File: config.mk
export PLATFORM = sky130hd
export DESIGN_NAME = pwm_multi
export DESIGN_NICKNAME = d
export VERILOG_FILES = /design/src/rtl/pwm_pkg.sv /design/src/rtl/pwm_burst_fsm.sv /design/src/rtl/pwm_multi.sv
export SDC_FILE = /design/constraint.sdc
export NUM_CORES = 1
export LEC_CHECK = 0
export BUFFER_PORTS_ARGS = -buffer_cell sky130_fd_sc_hd__buf_2
export CAP_MARGIN = 0
export CORE_UTILIZATION = 44
export CTS_CLUSTER_DIAMETER = 120
export DETAILED_ROUTE_END_ITERATION = 8
export PLACE_DENSITY_LB_ADDON = 0.15
export SYNTH_ARGS = -nofsm -noshare
export SYNTH_HDL_FRONTEND = slang
export SYNTH_SLANG_ARGS = --single-unit
export TNS_END_PERCENT = 50
File: constraint.sdc
create_clock -name sysclk -period 18.3 [get_ports sysclk]
set_input_delay 3.66 -clock sysclk [delete_from_list [all_inputs] [get_ports sysclk]]
set_output_delay 3.66 -clock sysclk [all_outputs]
set_load 0.02 [all_outputs]
File: src/rtl/pwm_pkg.sv
// pwm_multi shared types and helpers.
// Sequencer states, duty ceiling and the duty clamp.
package pwm_pkg;

  localparam int DUTY_MAX = 100;

  typedef enum logic [1:0] {
    CONT,
    IDLE,
    RUN,
    GAP
  } seq_e;

  function automatic logic [7:0] duty_clamp(
    input logic [7:0] d
  );
    return (d > 8'(DUTY_MAX)) ? 8'(DUTY_MAX) : d;
  endfunction

endpackage

File: src/rtl/pwm_burst_fsm.sv
// Burst sequencer for pwm_multi.
// Advances only on period boundaries, from shadowed controls.
module pwm_burst_fsm
  import pwm_pkg::*;
#(
  parameter int BURST_W = 8
) (
  input  logic               clk,
  input  logic               rst_n,
  input  logic               bnd,
  input  logic               start,
  input  logic               mode_sh,
  input  logic               type_sh,
  input  logic [BURST_W-1:0] len_sh,
  output logic               gate,
  output logic               active
);

  seq_e               state_q, state_d;
  logic [BURST_W-1:0] bcnt_q, bcnt_d;
  logic               pend_q, pend_d;
  logic               req;
  logic               last;

  assign req  = pend_q | start;
  assign last = ({1'b0, bcnt_q} + (BURST_W+1)'(1))
             >= {1'b0, len_sh};

  always_comb begin
    state_d = state_q;
    bcnt_d  = bcnt_q;
    pend_d  = req;
    if (bnd) begin
      // A request survives a boundary only by starting a burst.
      pend_d = 1'b0;
      if (!mode_sh) begin
        state_d = CONT;
      end else begin
        unique case (state_q)
          CONT: state_d = IDLE;
          IDLE: begin
            if (req && (len_sh != '0)) begin
              state_d = RUN;
              bcnt_d  = '0;
            end
          end
          RUN: begin
            if (last) begin
              state_d = type_sh ? GAP : IDLE;
              bcnt_d  = '0;
            end else begin
              bcnt_d = bcnt_q + BURST_W'(1);
            end
          end
          GAP: begin
            if (last) begin
              state_d = RUN;
              bcnt_d  = '0;
            end else begin
              bcnt_d = bcnt_q + BURST_W'(1);
            end
          end
        endcase
      end
    end
  end

  always_ff @(posedge clk or negedge rst_n) begin
    if (!rst_n) begin
      state_q <= CONT;
      bcnt_q  <= '0;
      pend_q  <= 1'b0;
    end else begin
      state_q <= state_d;
      bcnt_q  <= bcnt_d;
      pend_q  <= pend_d;
    end
  end

  assign gate   = (state_q == CONT) || (state_q == RUN);
  assign active = (state_q == RUN);

endmodule

File: src/rtl/pwm_multi.sv
// Multi-channel phase-aligned PWM with shadowed config
// and a burst sequencer.
module pwm_multi
  import pwm_pkg::*;
#(
  parameter int NCH     = 4,
  parameter int CNT_W   = 16,
  parameter int BURST_W = 8
) (
  input  logic               sysclk,
  input  logic               reset,
  input  logic [CNT_W-1:0]   period,
  input  logic [8*NCH-1:0]   duty,
  input  logic [NCH-1:0]     ch_en,
  input  logic               burstmode,
  input  logic               bursttype,
  input  logic [BURST_W-1:0] burst_len,
  input  logic               start,
  output logic [NCH-1:0]     pwm,
  output logic               period_tick,
  output logic               burst_active
);

  localparam int PW = CNT_W + 7;

  logic [CNT_W-1:0]   cnt;
  logic [CNT_W-1:0]   per_sh;
  logic [8*NCH-1:0]   duty_sh;
  logic [NCH-1:0]     en_sh;
  logic               bm_sh;
  logic               bt_sh;
  logic [BURST_W-1:0] len_sh;
  logic               run;
  logic               bnd;
  logic               gate;
  logic               active;
  logic [NCH-1:0]     on;

  assign run = (per_sh != '0);
  assign bnd = !run || (cnt == per_sh - CNT_W'(1));

  // Shadows follow inputs every cycle while stopped.
  always_ff @(posedge sysclk or negedge reset) begin
    if (!reset) begin
      cnt     <= '0;
      per_sh  <= '0;
      duty_sh <= '0;
      en_sh   <= '0;
      bm_sh   <= 1'b0;
      bt_sh   <= 1'b0;
      len_sh  <= '0;
    end else if (bnd) begin
      cnt     <= '0;
      per_sh  <= period;
      duty_sh <= duty;
      en_sh   <= ch_en;
      bm_sh   <= burstmode;
      bt_sh   <= bursttype;
      len_sh  <= burst_len;
    end else begin
      cnt <= cnt + CNT_W'(1);
    end
  end

  for (genvar g = 0; g < NCH; g++) begin : g_ch
    logic [PW-1:0] lhs;
    logic [PW-1:0] rhs;
    assign lhs = PW'(cnt) * PW'(DUTY_MAX);
    assign rhs = PW'(per_sh)
               * PW'(duty_clamp(duty_sh[8*g +: 8]));
    assign on[g] = (lhs < rhs);
  end

  pwm_burst_fsm #(
    .BURST_W (BURST_W)
  ) u_fsm (
    .clk     (sysclk),
    .rst_n   (reset),
    .bnd     (bnd),
    .start   (start),
    .mode_sh (bm_sh),
    .type_sh (bt_sh),
    .len_sh  (len_sh),
    .gate    (gate),
    .active  (active)
  );

  always_ff @(posedge sysclk or negedge reset) begin
    if (!reset) begin
      pwm          <= '0;
      period_tick  <= 1'b0;
      burst_active <= 1'b0;
    end else begin
      pwm          <= en_sh & on & {NCH{gate & run}};
      period_tick  <= run && (cnt == '0);
      burst_active <= active;
    end
  end

endmodule

==> flow_metrics.py <==
metrics = {
    "timing": {
        "relSlewSlack_pct": 15.86,
        "hold_ws_ps": 490.8,
        "slew_violations": 0,
        "hold_viol_final": 0,
        "rsz0062_at_grt": "false",
        "finalWorstSetupSlack_ps": 9997,
        "post-route-min-period_ps": 8303,
        "fin_crit_sh_pct": 45.37,
        "worst_pin_slew_ps": 1253,
        "fmax_ghz": 0.1204,
        "setup_viol": 0,
        "skew_ps": 21.51,
        "final.setup.tns_ps": 0,
    },
    "routing": {
        "drc": 0,
        "wl_per_cell_um": 19.28,
        "drt_wl_total_um": 65260,
        "drt_iter0_markers": 1364,
        "vias_per_cell": 5.393,
        "vias": 18250,
        "ant_nets": 0,
        "dr.pass1.iters": 6,
    },
    "cts": {
        "cts_buffers": 9,
        "clk_latency_ps": 420,
        "cts_tree": "yes",
        "cts_buffer_depth": 2,
        "cts_resized": 0,
        "post-cts-setup-buffer-count": 0,
        "root_buffer": "clkbuf_16",
        "htreeDepth": 3,
        "path_clk_slew_ps": 90,
        "cts_sinks": 95,
        "cts.hold.buffers_added": 0,
    },
    "final_layout": {
        "drive_gt1_share_pct": 5.640,
        "area_growth_pct": 6.370,
        "final_nets": 3420,
    },
    "placement": {
        "place.gp.congestion": 0.8707,
        "dp_slack_ps": 10130,
        "dp_hpwl_um": 49200,
        "io_buffers": 70,
    },
    "floorplanning": {
        "rows": 84,
        "coreArea_um2": 52550,
        "die_area_um2": 54140,
        "die_h_um": 232.7,
        "die_w_um": 232.7,
        "num_io_pins": 71,
        "start_util_pct": 44.56,
    },
    "worst_setup_path": {
        "worstPathMaxFanout": 47,
        "path_delay_family": "adder cells",
        "crit_path_end_kind": "flop",
        "arrival_ps": 8600,
        "critPathBufInv": 3,
        "crit_top_cell": "fa_1",
        "critPathMaxStageDelay_ps": 630,
        "required_ps": 18600,
        "crit_type": "reg2reg",
        "crit_slowest_cell": "a2111oi_0",
        "start_kind": "flop",
    },
    "yosys": {
        "avgSynthCellArea_um2": 8.873,
        "yosys_register_bits": 95,
        "synth_area_um2": 23410,
        "ys_seq_area_share_pct": 10.15,
        "synth_edf_count": 0,
        "ys_types": 71,
        "yosysTopAreaCellShare_pct": 29.33,
        "yosys_warnings": 0,
        "synth_top_cell_by_area": "fa_1",
        "netlist_instances": 2639,
        "synthFlopType": "dfrtp_1",
        "synth_area_leaders": "fa_1, ha_1, dfrtp_1",
        "synthArstFlopShare_pct": 100.0,
    },
    "power": {
        "peakVddDrop_uv": 45.59,
        "p_per_area_nw_per_um2": 20.45,
        "p_leak_nw": 14.00,
    },
    "global_route": {
        "grt_pass1_wl_um": 106400,
        "grt_pass1_vias": 19290,
        "antenna_found_initial": 2,
        "grt_max_degree": 57,
        "grt-ovfl-total": 0,
        "track_usage_pct": 25.73,
    },
    "flow_run": {
        "max_cap_violations": 0,
    },
    "outcome": {
        "status": "finished, final reports clean",
    },
    "min_path": {
        "hold_class": "reg2reg",
    },
}
sequential cells by signal (all words and copies together), names as in the netlist:
| register | cells |
|---|---|
| duty_sh | 32 |
| cnt | 16 |
| per_sh | 16 |
| len_sh | 8 |
| u_fsm.bcnt_q | 8 |
| en_sh | 4 |
| pwm | 4 |
| u_fsm.state_q | 2 |
| bm_sh | 1 |
| bt_sh | 1 |
| burst_active | 1 |
| period_tick | 1 |
| u_fsm.pend_q | 1 |
cell families (layout without fill, tap and decap cells):
logic type / after synthesis / after routing / synth area share [%]
compound gates: 311 / 311 / 8.619
xor+xnor: 132 / 132 / 4.937
fa+ha+maj: 665 / 665 / 46.53
buf+inv: 609 / 607 / 10.08
flops: 95 / 95 / 10.15
mux: 53 / 53 / 2.538
other cells: 2 / 61 / 0.03207
simple gates: 772 / 772 / 17.11
layout make-up:
class                      count  area (um^2)
fill                        5214        27640
multi-input combinational   1993        18920
sequential                    95         2377
inverter                     487         1828
tap                          688        860.8
timing repair buffer         104        608.1
clock buffer                   9        225.2
clock inverter                 7        83.83
antenna                        1        2.502
metal layers:
| metal | vias to the layer above | part of all wire, % | global-route usage [%] |
|---|---|---|---|
| li1 | 8503 | - | - |
| met1 | 9167 | 45 | 35.48 |
| met2 | 496 | 47 | 42.41 |
| met3 | 85 | 5.5 | 3.174 |
| met4 | 0 | 2.4 | 6.985 |
| met5 | - | 0 | 0 |
path summary, 6_finish.rpt:
kind / start / endpoint / slack [ps] / depth (start not counted)
hold reg to reg: u_fsm.pend_q / u_fsm.pend_q / 490 / 2
min in group asynchronous: reset / duty_sh[3] / 3320 / 1
hold / removal: u_fsm.pend_q / u_fsm.pend_q / 490 / 2
setup / recovery: duty_sh[17] / pwm[2] / 10000 / 29
setup reg to reg: duty_sh[17] / pwm[2] / 10000 / 29
max in group asynchronous: reset / duty_sh[25] / 13780 / 2
report_power, final:
group	switching [mW]	internal, mW	total (mW)
clock network	0.123	0.0984	0.222
registers	0.00000242	0.210	0.210
logic	0.0449	0.0331	0.0780
cell usage after synthesis, drive strengths merged (12+ instances only):
cell type,count
and3,179
fa,343
o21bai,16
dfrtp,95
nor3,27
o21ai,71
nand2b,19
or2,16
mux2,51
xnor2,87
a31oi,12
nand4,25
xor2,45
a21oi,84
inv,486
and2,116
nand2,213
nor2b,16
clkbuf,110
nor2,116
buf,12
ha,322
a21o,53
nand3,22
metrics by stage:
stage               utilization (%)  instances  cell area [um^2]  power, mW
finish                        47.40       3384             24910     0.5093
CTS                           47.39       3383             24900     0.5173
floorplan                         -       2697             23630     0.2659
global route                  47.39       3383             24900     0.5336
detailed placement            46.80       3367             24590     0.2917
global placement              46.80       3367             24590     0.2902
cells in the final DEF, fill, tap and decap left out, types with 4 or more instances in the layout:
cell type  instances
xnor2_1           87
a21o_1            53
a211oi_1          11
nand3_1           21
dfrtp_1           95
o211ai_1           9
o2111ai_1          6
mux2_1            50
a21oi_1           84
conb_1            60
nand3b_1           4
o31ai_1            5
o21a_1            11
xor2_1            45
o21ai_1           14
buf_4             35
inv_1            486
nand4_1           25
nor3_1            26
a31oi_2            4
nor2b_1           16
o21ai_2            4
o21ai_0           53
or3_1              6
or2_2             16
ha_1             322
nand2b_1          19
and3_1           179
and2_1           115
buf_2             69
nand2_1          213
nor2_1           116
fa_1             343
clkbuf_16          9
o21bai_1          16
a31oi_1            8
worst min-delay path: cells and delay by family, from the launching register on:
kind          cells  cell delay (ps)
flops             1              330
simple gates      2              130
(Power assumes the default switching activity.)
